## config.mk

```make
export PLATFORM = sky130hd
export DESIGN_NAME = vga_timing_gen
export DESIGN_NICKNAME = d
export VERILOG_FILES = /design/src/rtl/vga_timing_gen.sv
export SDC_FILE = /design/constraint.sdc
export NUM_CORES = 1
export LEC_CHECK = 0
export BUFFER_PORTS_ARGS = -buffer_cell sky130_fd_sc_hd__buf_4
export CAP_MARGIN = 20
export CORE_ASPECT_RATIO = 0.7
export CORE_UTILIZATION = 35
export DETAILED_ROUTE_END_ITERATION = 10
export GPL_ROUTABILITY_DRIVEN = 1
export PLACE_DENSITY = 0.55
export SETUP_SLACK_MARGIN = 0.2
export SLEW_MARGIN = 20
export SYNTH_ARGS = -nofsm -noshare
export SYNTH_HDL_FRONTEND = slang
export SYNTH_SLANG_ARGS = --single-unit
```

## constraint.sdc

```tcl
create_clock -name CLK -period 1.5 [get_ports CLK]
set_input_delay 0.075 -clock CLK [delete_from_list [all_inputs] [get_ports CLK]]
set_output_delay 0.075 -clock CLK [all_outputs]
set_load 0.02 [all_outputs]
```

## src/rtl/vga_timing_gen.sv

```systemverilog
// vga_timing_gen: parametrised VGA timing generator with built-in test patterns.
// One pixel per CLK. It produces h_sync, v_sync, on_screen, frame_start and
// line_start, plus registered RGB from black, colour bars, a checkerboard or an
// external pixel source. Every output lags req_x/req_y by one clock.
// Optional build macro VGA_FRAME_COUNT_EN adds a 16-bit frame_count output and
// makes the checkerboard scroll horizontally by frame_count pixels.
module vga_timing_gen #(
   parameter int H_ACTIVE   = 640,
   parameter int H_FP       = 16,
   parameter int H_SYNC     = 96,
   parameter int H_BP       = 48,
   parameter int V_ACTIVE   = 480,
   parameter int V_FP       = 10,
   parameter int V_SYNC     = 2,
   parameter int V_BP       = 33,
   parameter bit H_SYNC_POL = 1'b0,
   parameter bit V_SYNC_POL = 1'b0,
   parameter int COLOR_BITS = 1,
   parameter int CHECK_LOG2 = 3,
   localparam int H_TOTAL   = H_ACTIVE + H_FP + H_SYNC + H_BP,
   localparam int V_TOTAL   = V_ACTIVE + V_FP + V_SYNC + V_BP,
   localparam int HW        = $clog2(H_TOTAL),
   localparam int VW        = $clog2(V_TOTAL)
) (
   input  logic                  CLK,
   input  logic                  RST,
   input  logic [1:0]            pattern_sel,
   output logic [HW-1:0]         req_x,
   output logic [VW-1:0]         req_y,
   input  logic [COLOR_BITS-1:0] ext_r,
   input  logic [COLOR_BITS-1:0] ext_g,
   input  logic [COLOR_BITS-1:0] ext_b,
   output logic [COLOR_BITS-1:0] red,
   output logic [COLOR_BITS-1:0] green,
   output logic [COLOR_BITS-1:0] blue,
   output logic                  h_sync,
   output logic                  v_sync,
   output logic                  on_screen,
   output logic                  frame_start,
   output logic                  line_start
`ifdef VGA_FRAME_COUNT_EN
   ,
   output logic [15:0]           frame_count
`endif
);

   typedef enum logic [1:0] {
      PAT_BLACK = 2'd0,
      PAT_BARS  = 2'd1,
      PAT_CHECK = 2'd2,
      PAT_EXT   = 2'd3
   } pat_e;

   // Region bounds are one bit wider than the counters so that a bound equal
   // to the total (e.g. zero back porch) still fits.
   localparam logic [HW:0]   H_ACT_L  = (HW+1)'(H_ACTIVE);
   localparam logic [HW:0]   HS_BEG   = (HW+1)'(H_ACTIVE + H_FP);
   localparam logic [HW:0]   HS_END   = (HW+1)'(H_ACTIVE + H_FP + H_SYNC);
   localparam logic [HW-1:0] H_LAST   = HW'(H_TOTAL - 1);
   localparam logic [VW:0]   V_ACT_L  = (VW+1)'(V_ACTIVE);
   localparam logic [VW:0]   VS_BEG   = (VW+1)'(V_ACTIVE + V_FP);
   localparam logic [VW:0]   VS_END   = (VW+1)'(V_ACTIVE + V_FP + V_SYNC);
   localparam logic [VW-1:0] V_LAST   = VW'(V_TOTAL - 1);

   // Colour bars: eight bars of BAR_W pixels, tracked by a pixel-in-bar counter.
   localparam int            BAR_W    = H_ACTIVE / 8;
   localparam int            BW       = (BAR_W > 1) ? $clog2(BAR_W) : 1;
   localparam logic [BW-1:0] BAR_LAST = BW'(BAR_W - 1);

   // Checker bit is picked with a mask wide enough for either counter and for
   // CHECK_LOG2, so an out-of-range square size simply reads zero.
   localparam int            CW_HV    = (HW > VW) ? HW : VW;
   localparam int            CW       = (CW_HV > CHECK_LOG2) ? CW_HV : CHECK_LOG2 + 1;
   localparam logic [CW-1:0] CHK_MASK = CW'(1) << CHECK_LOG2;

   logic [HW-1:0]         h_cnt;
   logic [VW-1:0]         v_cnt;
   logic                  h_wrap;
   logic                  v_wrap;
   logic                  frame_origin;
   logic                  h_active;
   logic                  active;
   logic                  h_in_sync;
   logic                  v_in_sync;
   logic [BW-1:0]         bar_px;
   logic [2:0]            bar_idx;
   pat_e                  mode;
   pat_e                  mode_eff;
   logic [HW-1:0]         chk_h;
   logic                  checker_on;
   logic [COLOR_BITS-1:0] pix_r;
   logic [COLOR_BITS-1:0] pix_g;
   logic [COLOR_BITS-1:0] pix_b;

   assign h_wrap       = (h_cnt == H_LAST);
   assign v_wrap       = (v_cnt == V_LAST);
   assign frame_origin = (h_cnt == '0) && (v_cnt == '0);
   assign h_active     = ({1'b0, h_cnt} < H_ACT_L);
   assign active       = h_active && ({1'b0, v_cnt} < V_ACT_L);
   assign h_in_sync    = ({1'b0, h_cnt} >= HS_BEG) && ({1'b0, h_cnt} < HS_END);
   assign v_in_sync    = ({1'b0, v_cnt} >= VS_BEG) && ({1'b0, v_cnt} < VS_END);

   assign req_x = h_cnt;
   assign req_y = v_cnt;

   // Raster position: h_cnt every clock, v_cnt on each line wrap.
   always_ff @(posedge CLK) begin
      if (RST) begin
         h_cnt <= '0;
         v_cnt <= '0;
      end else if (h_wrap) begin
         h_cnt <= '0;
         v_cnt <= v_wrap ? '0 : v_cnt + 1'b1;
      end else begin
         h_cnt <= h_cnt + 1'b1;
      end
   end

   // Bar index follows h_cnt through the active part of the line, restarting
   // each line, so no divider is needed.
   always_ff @(posedge CLK) begin
      if (RST || h_wrap) begin
         bar_px  <= '0;
         bar_idx <= '0;
      end else if (h_active) begin
         if (bar_px == BAR_LAST) begin
            bar_px  <= '0;
            bar_idx <= bar_idx + 1'b1;
         end else begin
            bar_px <= bar_px + 1'b1;
         end
      end
   end

   // Pattern is latched at the frame origin; that first pixel already uses the
   // new selection so the whole frame is drawn in one mode.
   assign mode_eff = frame_origin ? pat_e'(pattern_sel) : mode;

   // Pattern mode register, updated only at the frame origin.
   always_ff @(posedge CLK) begin
      if (RST) begin
         mode <= PAT_BLACK;
      end else if (frame_origin) begin
         mode <= pat_e'(pattern_sel);
      end
   end

`ifdef VGA_FRAME_COUNT_EN
   logic [15:0] fc_eff;

   // The count bumps together with frame_start; the pixel at the origin uses
   // the bumped value so the scroll offset is constant across the frame.
   assign fc_eff = frame_origin ? frame_count + 16'd1 : frame_count;
   assign chk_h  = h_cnt + HW'(fc_eff);

   // Frame counter, advanced at every frame origin.
   always_ff @(posedge CLK) begin
      if (RST) begin
         frame_count <= '0;
      end else if (frame_origin) begin
         frame_count <= frame_count + 16'd1;
      end
   end
`else
   assign chk_h = h_cnt;
`endif

   assign checker_on = |((CW'(chk_h) ^ CW'(v_cnt)) & CHK_MASK);

   // Pixel colour for the current counter position, before blanking.
   always_comb begin
      pix_r = '0;
      pix_g = '0;
      pix_b = '0;
      case (mode_eff)
         PAT_BARS: begin
            pix_r = {COLOR_BITS{~bar_idx[2]}};
            pix_g = {COLOR_BITS{~bar_idx[1]}};
            pix_b = {COLOR_BITS{~bar_idx[0]}};
         end
         PAT_CHECK: begin
            pix_r = {COLOR_BITS{checker_on}};
            pix_g = {COLOR_BITS{checker_on}};
            pix_b = {COLOR_BITS{checker_on}};
         end
         PAT_EXT: begin
            pix_r = ext_r;
            pix_g = ext_g;
            pix_b = ext_b;
         end
         default: ;
      endcase
   end

   // Registered video outputs; colour is blanked outside the active region.
   always_ff @(posedge CLK) begin
      if (RST) begin
         on_screen   <= 1'b0;
         h_sync      <= ~H_SYNC_POL;
         v_sync      <= ~V_SYNC_POL;
         frame_start <= 1'b0;
         line_start  <= 1'b0;
         red         <= '0;
         green       <= '0;
         blue        <= '0;
      end else begin
         on_screen   <= active;
         h_sync      <= h_in_sync ? H_SYNC_POL : ~H_SYNC_POL;
         v_sync      <= v_in_sync ? V_SYNC_POL : ~V_SYNC_POL;
         frame_start <= frame_origin;
         line_start  <= (h_cnt == '0) && ({1'b0, v_cnt} < V_ACT_L);
         red         <= active ? pix_r : '0;
         green       <= active ? pix_g : '0;
         blue        <= active ? pix_b : '0;
      end
   end

endmodule

```

== Word-level counts from Yosys, hierarchy flattened ==
Cells that the tools add are included.

* Add/subtract/negate cells: 4
* $lt $le $gt $ge: 6
* Equal/unequal tests: 6
* Multiplexer cells: 8
* Bitwise gates (word level): 5
* Reductions and logical operators: 11

{| class="wikitable"
|+ Operators with widths
! kind !! count
|-
| $add A10 B1 Y10 const B || 2
|-
| $eq A10 B10 Y1 const B || 2
|-
| $logic_not A10 Y1 || 2
|-
| $lt A10 B10 Y1 const B || 2
|-
| $lt A10 B9 Y1 const B || 2
|-
| $ge A10 B10 Y1 const B || 1
|-
| $ge A10 B9 Y1 const B || 1
|-
| $mux W10 || 1
|-
| $pmux W1 S3 || 3
|-
| $add A7 B1 Y7 const B || 1
|-
| $eq A7 B7 Y1 const B || 1
|-
| $mux W7 || 1
|-
| $logic_and A1 B1 Y1 || 5
|-
| $eq A2 B2 Y1 const B || 2
|-
| $not A1 Y1 || 4
|-
| $reduce_or A2 Y1 || 2
|-
| $xor A4 B4 Y4 || 1
|-
| $add A3 B1 Y3 const B || 1
|-
| $eq A2 B1 Y1 const B || 1
|-
| $mux W1 || 2
|-
| $mux W2 || 1
|-
| $reduce_and A2 Y1 || 1
|-
| $logic_or A1 B1 Y1 || 1
|}

* Register bits after elaboration: 40
* Output and inout bits: 28

== Logic depth before layout (Yosys ltp) ==
Gate-level depths: netlist (run 1).

* Depth in word-level cells: 5
* Depth in mapped cells: 6
* Mapped depth without buffers: 6

== Worst setup path before layout (run 1) ==
OpenSTA, ideal clock, no wires.

* Path type: flip-flop to flip-flop
* From: register h_cnt[0], in the netlist req_x[0]
* To: register v_cnt[7], in the netlist req_y[7]
* Arrival time: 1678 ps
* Data required time: 1370 ps
* Setup slack: -308 ps
* Cell stages (with the launch flop): 6
* Clock period less this slack: 1808 ps
* Cell sequence: dfxtp_1 > ha_1 > nand4_2 > nor4_4 > mux2i_1 > nor3_2

* Cells in the longest elaborated chain, start to end: 1

{| class="wikitable"
|+ Ends and longest elaborated chain
! element !! line !! source
|-
| start, declared || 76 || <nowiki>logic [HW-1:0] h_cnt;</nowiki>
|-
| start signal, assigned || 115 || <nowiki>h_cnt <= h_cnt + 1'b1;</nowiki>
|-
| $eq A10 B10 Y1 || 95 || <nowiki>assign h_wrap = (h_cnt == H_LAST);</nowiki>
|-
| end signal, assigned || 113 || <nowiki>v_cnt <= v_wrap ? '0 : v_cnt + 1'b1;</nowiki>
|-
| end, declared || 77 || <nowiki>logic [VW-1:0] v_cnt;</nowiki>
|}

No other way between the ends.
A chain may end at the register's enable or synchronous reset.

== Final worst setup path (run 1) ==
* From: register h_cnt[7], in the netlist req_x[7]
* To: register v_cnt[7], in the netlist req_y[7]

Same word-level chain as after synthesis.

==> flow_summary.html, run 1 <==
<table>
<tr><th>Metric</th><th>Value</th></tr>
<tr><th colspan="2">Run status</th></tr>
<tr><td>Status</td><td>complete, no violations</td></tr>
<tr><th colspan="2">Power and ir drop</th></tr>
<tr><td>Total power of the final layout</td><td>2.11 mW</td></tr>
<tr><td>Net Switching</td><td>528 µW</td></tr>
<tr><td>Leakage power</td><td>1.18 nW</td></tr>
<tr><td>Portion of total power attributed to the clock network</td><td>35.5%</td></tr>
<tr><td>Power density normalized to cell area</td><td>719 nW/µm²</td></tr>
<tr><td>Reg power frac</td><td>52.7%</td></tr>
<tr><td>Cell-internal power</td><td>1.59 mW</td></tr>
<tr><td>Maximum ir drop on the vdd rail</td><td>0.382 mV</td></tr>
<tr><td>Combinational group share of total power</td><td>11.7%</td></tr>
<tr><td>Fraction of power spent switching nets</td><td>25.0%</td></tr>
<tr><th colspan="2">Finish</th></tr>
<tr><td>Most frequent standard cell in the layout excluding fill and tap cells</td><td>buf_4</td></tr>
<tr><td>Final cell area excluding filler cells</td><td>2940 µm²</td></tr>
<tr><td>Commonest cells after routing, fill and taps aside</td><td>68 x buf_4, 26 x nor2_1, 24 x dfxtp_1</td></tr>
<tr><td>Antenna diode count</td><td>0</td></tr>
<tr><td>Number of nets at the end of the flow</td><td>313</td></tr>
<tr><td>P&amp;R area growth vs syn</td><td>45.6%</td></tr>
<tr><td>Count of placed standard cells in the final layout, fillers left out</td><td>372</td></tr>
<tr><td>Share of cells above drive strength 1</td><td>45.7%</td></tr>
<tr><td>Fill cell count</td><td>512</td></tr>
<tr><th colspan="2">Clock network</th></tr>
<tr><td>Clk Tree Root Cell</td><td>clkbuf_8</td></tr>
<tr><td>CTS tree</td><td>done</td></tr>
<tr><td># clock sinks</td><td>40</td></tr>
<tr><td>CTS clock-pin slew for the worst setup and hold paths</td><td>0.08 ns</td></tr>
<tr><td>Maximum clock insertion buffer count</td><td>2</td></tr>
<tr><td>Clock Latency Late Sink</td><td>0.30 ns</td></tr>
<tr><td>Number of buffers created by CTS</td><td>5</td></tr>
<tr><td>Deepest level of the CTS H-tree</td><td>2</td></tr>
<tr><th colspan="2">Global routing</th></tr>
<tr><td>Met3 demand-to-capacity share in global routing</td><td>4.86%</td></tr>
<tr><td>GR Util met2</td><td>24.9%</td></tr>
<tr><td>Via count of the first global-routing pass</td><td>1,658</td></tr>
<tr><td>Total congestion overflow after global routing</td><td>0</td></tr>
<tr><td>First-pass GRT wire length</td><td>7890 µm</td></tr>
<tr><td>Number of antenna violations at the first check in global routing</td><td>0</td></tr>
<tr><td>Most used routing layer</td><td>met2</td></tr>
<tr><td>Met1 capacity usage during global routing</td><td>22.9%</td></tr>
<tr><td>Maximum number of pins on one net before global-route repair</td><td>13</td></tr>
<tr><td>Total global routing track utilization</td><td>16.9%</td></tr>
<tr><th colspan="2">Logic synthesis</th></tr>
<tr><td>Top_reg_cell synth</td><td>dfxtp_1</td></tr>
<tr><td>Avg Cell Area, Syn</td><td>8.67 µm²</td></tr>
<tr><td>Post-synthesis cell type count</td><td>40</td></tr>
<tr><td>Cells after synthesis</td><td>233</td></tr>
<tr><td>Cell taking the most area after synthesis</td><td>dfxtp_1</td></tr>
<tr><td>Net count of the mapped netlist</td><td>247</td></tr>
<tr><td>Top post-synthesis cells by area</td><td>dfxtp_1 40%, nor2_1 4.8%, xor2_1 4.8%</td></tr>
<tr><td>Seq cells post-synth</td><td>40</td></tr>
<tr><td>Number of warnings issued by yosys</td><td>0</td></tr>
<tr><td>Cell area after synthesis</td><td>2020 µm²</td></tr>
<tr><td>Share of the yosys chip area belonging to registers</td><td>39.7%</td></tr>
<tr><td>Share of flip-flops with an asynchronous set or reset after synthesis</td><td>0%</td></tr>
<tr><td>Share of the synthesized area in the top cell type</td><td>39.7%</td></tr>
<tr><td>Count of flip-flops with a built-in enable after synthesis</td><td>0</td></tr>
<tr><th colspan="2">Route</th></tr>
<tr><td>Via density per instance</td><td>4.92</td></tr>
<tr><td>DRT iter0 DRCs</td><td>36</td></tr>
<tr><td>Routed wirelength normalized by instance count</td><td>13.3 µm</td></tr>
<tr><td>Post-detailed-route count of antenna-violating nets</td><td>0</td></tr>
<tr><td>Pre-antenna DRT Iters</td><td>4</td></tr>
<tr><td>Via Count</td><td>1,832</td></tr>
<tr><td>Total Wirelength</td><td>4940 µm</td></tr>
<tr><td>Final routed DRC violation total</td><td>0</td></tr>
<tr><th colspan="2">Place</th></tr>
<tr><td>GPL Wtd Cong</td><td>0.796</td></tr>
<tr><td>Instance area at placement</td><td>2590 µm²</td></tr>
<tr><td>Setup WS pre-CTS</td><td>-0.0330 ns</td></tr>
<tr><td>Placed cell count</td><td>356</td></tr>
<tr><td>Post-detail-place hpwl</td><td>3620 µm</td></tr>
<tr><td>Count of input and output buffers</td><td>34</td></tr>
<tr><th colspan="2">Setup path</th></tr>
<tr><td>Critical path's largest stage delay</td><td>0.44 ns</td></tr>
<tr><td>Signal arrival time at the worst endpoint</td><td>1.67 ns</td></tr>
<tr><td>Worst Setup End Kind</td><td>flip-flop</td></tr>
<tr><td>Req. time, crit path</td><td>1.69 ns</td></tr>
<tr><td>Cell breakdown of the critical path</td><td>or3_4 -&gt; nor4_4 -&gt; buf_4 -&gt; mux2i_2 -&gt; nor3_2</td></tr>
<tr><td>CP bufs+invs</td><td>1</td></tr>
<tr><td>CP max FO</td><td>5</td></tr>
<tr><td>CP Launch Type</td><td>flip-flop</td></tr>
<tr><td>Standard cell with the maximum stage delay on the critical path</td><td>or3_4</td></tr>
<tr><td>Type of the worst setup path</td><td>reg2reg</td></tr>
<tr><td>Family of cells with the greatest summed delay on the critical path</td><td>simple AND/OR/NAND/NOR gates</td></tr>
<tr><th colspan="2">STA</th></tr>
<tr><td>Summed negative setup slack over all endpoints</td><td>0 ns</td></tr>
<tr><td>Fmax</td><td>674 MHz</td></tr>
<tr><td>Worst-margin pin slew</td><td>0.358 ns</td></tr>
<tr><td>Unrepaired setup endpoints after global routing</td><td>true</td></tr>
<tr><td>Max-slew violation total from the final report</td><td>0</td></tr>
<tr><td>Final period demand of the worst path</td><td>1.48 ns</td></tr>
<tr><td>Fraction of the cycle the final worst path needs</td><td>98.8%</td></tr>
<tr><td>Number of failing hold endpoints at the final stage</td><td>0</td></tr>
<tr><td>Number of failing setup endpoints in the final timing report</td><td>0</td></tr>
<tr><td>Relative slew slack</td><td>76.0%</td></tr>
<tr><td>Least setup slack across all paths after layout</td><td>0.0174 ns</td></tr>
<tr><td>Post-route clock skew</td><td>0.00429 ns</td></tr>
<tr><th colspan="2">Floorplan</th></tr>
<tr><td>Area enclosed by the die boundary</td><td>6080 µm²</td></tr>
<tr><td>Vertical die dimension</td><td>65.6 µm</td></tr>
<tr><td>Std-Cell Rows</td><td>22</td></tr>
<tr><td>Top-Level Pins</td><td>35</td></tr>
<tr><td>Initial core utilization</td><td>37.4%</td></tr>
<tr><td>Core outline area</td><td>5400 µm²</td></tr>
<tr><td>Horizontal die dimension</td><td>92.8 µm</td></tr>
<tr><th colspan="2">Flow run</th></tr>
<tr><td>Max-cap violations</td><td>0</td></tr>
<tr><th colspan="2">Hold path</th></tr>
<tr><td>Path class of the lowest-slack min-delay path</td><td>in2reg</td></tr>
</table>
==> power by group through the flow <==
stage | Sequential (mW) | Combinational [mW] | Clock [mW]
5_1_grt | 1.12 | 0.271 | 0.821
6_report | 1.11 | 0.248 | 0.751
3_3_place_gp | 1.14 | 0.231 | 0
2_1_floorplan | 1.17 | 0.112 | 0
4_1_cts | 1.12 | 0.235 | 0.763
3_5_place_dp | 1.14 | 0.230 | 0
==> per-layer routing <==
metal	share of wire (%)	routed length, µm	vias up
li1	-	-	937
met5	0	0	-
met4	1.9	96	0
met3	3.7	181	12
met1	51	2520	853
met2	43	2140	30
==> synthesized netlist by cell type, types with 3 or more instances <==
cell type / count
o21ai_0: 8
nand2_1: 22
xnor2_1: 10
a21boi_0: 6
mux2i_1: 9
ha_1: 7
and3_1: 4
buf_2: 3
xor2_1: 11
inv_1: 4
nor2_1: 26
nor3b_1: 4
nor3_1: 9
dfxtp_1: 40
clkbuf_1: 9
nand4_1: 8
nand3_1: 15
a21oi_1: 3
or2_2: 6
nor4_1: 6
==> path summary, 6_finish.rpt <==
check                          from                endpoint  slack (ns)  cells after the start
max             req_x[7]$_SDFF_PP0_   req_y[7]$_SDFFE_PP0P_        0.02                      5
min                  pattern_sel[0]      mode[0]$_SDFF_PP0_        0.06                      3
max reg2reg     req_x[7]$_SDFF_PP0_   req_y[7]$_SDFFE_PP0P_        0.02                      5
min reg2reg  bar_px[0]$_SDFFE_PP0N_  bar_px[0]$_SDFFE_PP0N_        0.52                      2
==> area by class of cell <==
type	instances	area, µm²	share of cell area (%)
multi-input cells	175	1350	45.8
flip-flops and latches	40	838	28.5
repair buffers	72	556	18.9
clock buffers	8	90.1	3.06
well taps	72	90.1	3.06
inverters	5	18.8	0.638
==> what timing repair did <==
item | 4_1_cts | 5_1_grt
endpoints found under the setup margin | 33 | 35
resized for setup | 13 | 31
hold buffers | 0 | 0
setup buffers | 5 | 3
pin swaps | 3 | 9
==> through the flow <==
| stage | hold slack [ns] | util (%) |
|---|---|---|
| floorplan | 0.202 | - |
| finish | 0.0559 | 54.5 |
| global route | 0.0674 | 54.5 |
| detailed placement | 0.369 | 48.1 |
| CTS | 0.0506 | 51.7 |
| global placement | 0.359 | 48.1 |
==> flip-flops by register name, summed over array words and instances (netlist names) <==
| name | count |
|---|---|
| bar_idx | 3 |
| req_y | 10 |
| green | 1 |
| frame_start | 1 |
| line_start | 1 |
| h_sync | 1 |
| on_screen | 1 |
| v_sync | 1 |
| mode | 2 |
| req_x | 10 |
| bar_px | 7 |
| red | 1 |
| blue | 1 |
==> logic make-up after synthesis <==
kind of cell,Yosys count,synth area share (%)
AOI/OAI and AO/OA,22,6.94
xor gates and xnor gates,21,9.11
adders and majority gates,7,4.34
buffers and inverters,18,3.90
DFF,40,39.7
muxes,9,4.46
and+or+nand+nor,116,31.6
==> tightest hold or removal path: stages <==
cell and delay [ns]:
buf_4 0.12, nand2_1 0.05, mux2i_1 0.05
No activity file was read; power rests on OpenSTA's default activity.
==> run 2: changes to the inputs <==
- GPL_TIMING_DRIVEN: unset -> 0
==> run 2 against run 1 <==
Against the previous run: the flow now finishes with violations (setup timing); final area is 7.1% higher; cell count is 0.81% higher; first-iteration DRC count is 97% higher; count of clock-buffer cells in the layout is 3 lower.
==> flow_summary.html, run 2 (same netlist as run 1, synthesis figures left out) <==
<table>
<tr><th>Metric</th><th>Value</th></tr>
<tr><th colspan="2">Run status</th></tr>
<tr><td>Status</td><td>complete, but fails checks (was complete, no violations)</td></tr>
<tr><td>Violations in the final reports</td><td>setup timing</td></tr>
<tr><th colspan="2">Place</th></tr>
<tr><td>Setup WS pre-CTS</td><td>-0.220 ns (was -0.0330 ns)</td></tr>
<tr><td>Count of input and output buffers</td><td>34 (unchanged)</td></tr>
<tr><td>Instance area at placement</td><td>2460 µm² (was 2590 µm²)</td></tr>
<tr><td>GPL Wtd Cong</td><td>0.731 (was 0.796)</td></tr>
<tr><td>Placed cell count</td><td>339 (was 356)</td></tr>
<tr><td>Post-detail-place hpwl</td><td>3250 µm (was 3620 µm)</td></tr>
<tr><th colspan="2">Finish</th></tr>
<tr><td>Final cell area excluding filler cells</td><td>3150 µm² (was 2940 µm²)</td></tr>
<tr><td>Antenna diode count</td><td>0 (unchanged)</td></tr>
<tr><td>Number of nets at the end of the flow</td><td>316 (was 313)</td></tr>
<tr><td>Commonest cells after routing, fill and taps aside</td><td>52 x buf_4, 25 x dfxtp_1, 18 x nor2_1 (was 68 x buf_4, 26 x nor2_1, 24 x dfxtp_1)</td></tr>
<tr><td>Most frequent standard cell in the layout excluding fill and tap cells</td><td>buf_4 (unchanged)</td></tr>
<tr><td>Finished Core Util</td><td>58.4% (was 54.5%)</td></tr>
<tr><td>P&amp;R area growth vs syn</td><td>56.0% (was 45.6%)</td></tr>
<tr><td>Share of cells above drive strength 1</td><td>48.5% (was 45.7%)</td></tr>
<tr><td>Count of placed standard cells in the final layout, fillers left out</td><td>375 (was 372)</td></tr>
<tr><th colspan="2">Power and ir drop</th></tr>
<tr><td>Power density normalized to cell area</td><td>670 nW/µm² (was 719 nW/µm²)</td></tr>
<tr><td>Combinational group share of total power</td><td>12.9% (was 11.7%)</td></tr>
<tr><td>Portion of total power attributed to the clock network</td><td>34.0% (was 35.5%)</td></tr>
<tr><td>Cell-internal power</td><td>1.55 mW (was 1.59 mW)</td></tr>
<tr><td>Fraction of power spent switching nets</td><td>26.4% (was 25.0%)</td></tr>
<tr><td>Reg power frac</td><td>53.1% (was 52.7%)</td></tr>
<tr><td>Net Switching</td><td>558 µW (was 528 µW)</td></tr>
<tr><td>Maximum ir drop on the vdd rail</td><td>0.515 mV (was 0.382 mV)</td></tr>
<tr><td>Leakage power</td><td>1.27 nW (was 1.18 nW)</td></tr>
<tr><th colspan="2">Floorplan</th></tr>
<tr><td>Std-Cell Rows</td><td>22 (unchanged)</td></tr>
<tr><td>Area enclosed by the die boundary</td><td>6080 µm² (unchanged)</td></tr>
<tr><td>Vertical die dimension</td><td>65.6 µm (unchanged)</td></tr>
<tr><td>Top-Level Pins</td><td>35 (unchanged)</td></tr>
<tr><td>Initial core utilization</td><td>37.4% (unchanged)</td></tr>
<tr><td>Core outline area</td><td>5400 µm² (unchanged)</td></tr>
<tr><td>Horizontal die dimension</td><td>92.8 µm (unchanged)</td></tr>
<tr><th colspan="2">STA</th></tr>
<tr><td>Number of failing setup endpoints in the final timing report</td><td>21 (was 0)</td></tr>
<tr><td>Worst-margin pin slew</td><td>0.559 ns (was 0.358 ns)</td></tr>
<tr><td>Max-slew violation total from the final report</td><td>0 (unchanged)</td></tr>
<tr><td>Fmax</td><td>610 MHz (was 674 MHz)</td></tr>
<tr><td>Number of failing hold endpoints at the final stage</td><td>0 (unchanged)</td></tr>
<tr><td>Least setup slack across all paths after layout</td><td>-0.138 ns (was 0.0174 ns)</td></tr>
<tr><td>Final period demand of the worst path</td><td>1.64 ns (was 1.48 ns)</td></tr>
<tr><td>Post-route clock skew</td><td>0.0104 ns (was 0.00429 ns)</td></tr>
<tr><td>Fraction of the cycle the final worst path needs</td><td>109% (was 98.8%)</td></tr>
<tr><td>Relative slew slack</td><td>62.7% (was 76.0%)</td></tr>
<tr><td>Worst hold-check slack</td><td>0.0356 ns (was 0.0559 ns)</td></tr>
<tr><td>Unrepaired setup endpoints after global routing</td><td>true (unchanged)</td></tr>
<tr><th colspan="2">Setup path</th></tr>
<tr><td>Reg-to-Reg Start</td><td>req_x[7]$_SDFF_PP0_ (unchanged)</td></tr>
<tr><td>Req. time, crit path</td><td>1.67 ns (was 1.69 ns)</td></tr>
<tr><td>Worst-case register-to-register setup slack</td><td>-0.14 ns (was 0.02 ns)</td></tr>
<tr><td>Worst Setup End Kind</td><td>flip-flop (unchanged)</td></tr>
<tr><td>Worst Reg2Reg Path Length in Cells</td><td>6 (was 5)</td></tr>
<tr><td>Signal arrival time at the worst endpoint</td><td>1.81 ns (was 1.67 ns)</td></tr>
<tr><td>Type of the worst setup path</td><td>reg2reg (unchanged)</td></tr>
<tr><td>End of the worst register-to-register path</td><td>req_y[8]$_SDFFE_PP0P_ (was req_y[7]$_SDFFE_PP0P_)</td></tr>
<tr><td>CP max FO</td><td>4 (was 5)</td></tr>
<tr><td>CP Launch Type</td><td>flip-flop (unchanged)</td></tr>
<tr><th colspan="2">Global routing</th></tr>
<tr><td>Number of antenna violations at the first check in global routing</td><td>0 (unchanged)</td></tr>
<tr><td>Via count of the first global-routing pass</td><td>1,696 (was 1,658)</td></tr>
<tr><td>First-pass GRT wire length</td><td>8250 µm (was 7890 µm)</td></tr>
<tr><td>Total global routing track utilization</td><td>17.5% (was 16.9%)</td></tr>
<tr><td>Maximum number of pins on one net before global-route repair</td><td>14 (was 13)</td></tr>
<tr><td>Total congestion overflow after global routing</td><td>0 (unchanged)</td></tr>
<tr><th colspan="2">Hold path</th></tr>
<tr><td>Worst Hold End</td><td>v_sync$_SDFF_PP1_ (was mode[0]$_SDFF_PP0_)</td></tr>
<tr><td>HP Start</td><td>RST (was pattern_sel[0])</td></tr>
<tr><td>Path class of the lowest-slack min-delay path</td><td>in2reg (unchanged)</td></tr>
<tr><td>Hold path depth</td><td>3 (unchanged)</td></tr>
<tr><th colspan="2">Route</th></tr>
<tr><td>Final routed DRC violation total</td><td>0 (unchanged)</td></tr>
<tr><td>DRT iter0 DRCs</td><td>71 (was 36)</td></tr>
<tr><td>Detailed-routed wire length on met2</td><td>2320 µm (was 2140 µm)</td></tr>
<tr><td>Routed wirelength normalized by instance count</td><td>14.0 µm (was 13.3 µm)</td></tr>
<tr><td>Via density per instance</td><td>4.99 (was 4.92)</td></tr>
<tr><td>Detail Route met3 WL</td><td>168 µm (was 181 µm)</td></tr>
<tr><td>Via Count</td><td>1,872 (was 1,832)</td></tr>
<tr><td>Pre-antenna DRT Iters</td><td>4 (unchanged)</td></tr>
<tr><td>Detailed-routing wirelength on met1</td><td>2710 µm (was 2520 µm)</td></tr>
<tr><td>Top metal layer carrying routed signals</td><td>met4 (unchanged)</td></tr>
<tr><td>Post-detailed-route count of antenna-violating nets</td><td>0 (unchanged)</td></tr>
<tr><td>Total Wirelength</td><td>5240 µm (was 4940 µm)</td></tr>
<tr><th colspan="2">Clock network</th></tr>
<tr><td>Maximum clock insertion buffer count</td><td>2 (unchanged)</td></tr>
<tr><td>CTS tree</td><td>done (unchanged)</td></tr>
<tr><td># clock sinks</td><td>40 (unchanged)</td></tr>
<tr><td>CTS clock-pin slew for the worst setup and hold paths</td><td>0.09 ns (was 0.08 ns)</td></tr>
<tr><td>Clk Tree Root Cell</td><td>clkbuf_8 (unchanged)</td></tr>
<tr><td>Deepest level of the CTS H-tree</td><td>2 (unchanged)</td></tr>
<tr><td>Number of buffers created by CTS</td><td>5 (unchanged)</td></tr>
<tr><td>Hold buffers post-CTS</td><td>0 (unchanged)</td></tr>
<tr><td>Clock Latency Late Sink</td><td>0.30 ns (about the same)</td></tr>
<tr><th colspan="2">Flow run</th></tr>
<tr><td>Max-cap violations</td><td>0 (unchanged)</td></tr>
</table>
[run 2: metrics by stage]
step | setup TNS (ns) | total power, mW
2_1_floorplan | -0.143 | 1.28
5_1_grt | -2.65 | 2.22
3_3_place_gp | -4.14 | 1.36
3_5_place_dp | -3.94 | 1.36
6_report | -1.14 | 2.11
4_1_cts | -1.18 | 2.10
[run 2: worst max-delay path, stage by stage, from the launching register on]
cell and delay [ns]:
dfxtp_4 0.35, buf_6 0.12, or3_4 0.42, buf_12 0.15
nor4_4 0.20, mux2i_1 0.23, nor3_1 0.06
[run 2: layer usage]
metal | global-route usage [%] | up-vias
li1 | - | 953
met1 | 24.6 | 885
met2 | 26.8 | 29
met3 | 3.82 | 5
met4 | 4.62 | 0
met5 | 0 | -
[run 2: worst max-delay path by stage]
stage,start,endpoint,slack (ns)
3_5_place_dp,req_x[7]$_SDFF_PP0_,green$_SDFF_PP0_,-0.22
6_report,req_x[7]$_SDFF_PP0_,req_y[8]$_SDFFE_PP0P_,-0.14
2_1_floorplan,req_x[7]$_SDFF_PP0_,req_y[7]$_SDFFE_PP0P_,-0.05
4_1_cts,req_x[7]$_SDFF_PP0_,req_y[7]$_SDFFE_PP0P_,-0.14
5_1_grt,req_x[7]$_SDFF_PP0_,req_y[1]$_SDFFE_PP0P_,-0.18
3_3_place_gp,req_x[7]$_SDFF_PP0_,green$_SDFF_PP0_,-0.23
[run 2: final cells by class]
| type | count | area [µm²] |
|---|---|---|
| multi-input cells | 175 | 1430 |
| flip-flops and latches | 40 | 827 |
| well taps | 72 | 90.1 |
| repair buffers | 62 | 567 |
| fillers | 513 | 2240 |
| clock inverters | 3 | 18.8 |
| clock buffers | 5 | 68.8 |
| inverters | 5 | 18.8 |
| plain buffers | 13 | 128 |
[run 2: power by group through the flow]
stage | Sequential (mW) | Combinational (mW) | Clock [mW]
floorplan | 1.17 | 0.112 | 0
global placement | 1.15 | 0.209 | 0
detailed placement | 1.15 | 0.211 | 0
CTS | 1.12 | 0.234 | 0.742
global route | 1.12 | 0.293 | 0.802
finish | 1.12 | 0.273 | 0.717
[run 2: what timing repair did]
| item | in CTS | in global routing |
|---|---|---|
| cloned | 0 | 1 |
| resized for setup | 33 | 48 |
| buffers inserted | 19 | 8 |
| pin swaps | 24 | 22 |
| setup endpoints to repair | 35 | 36 |
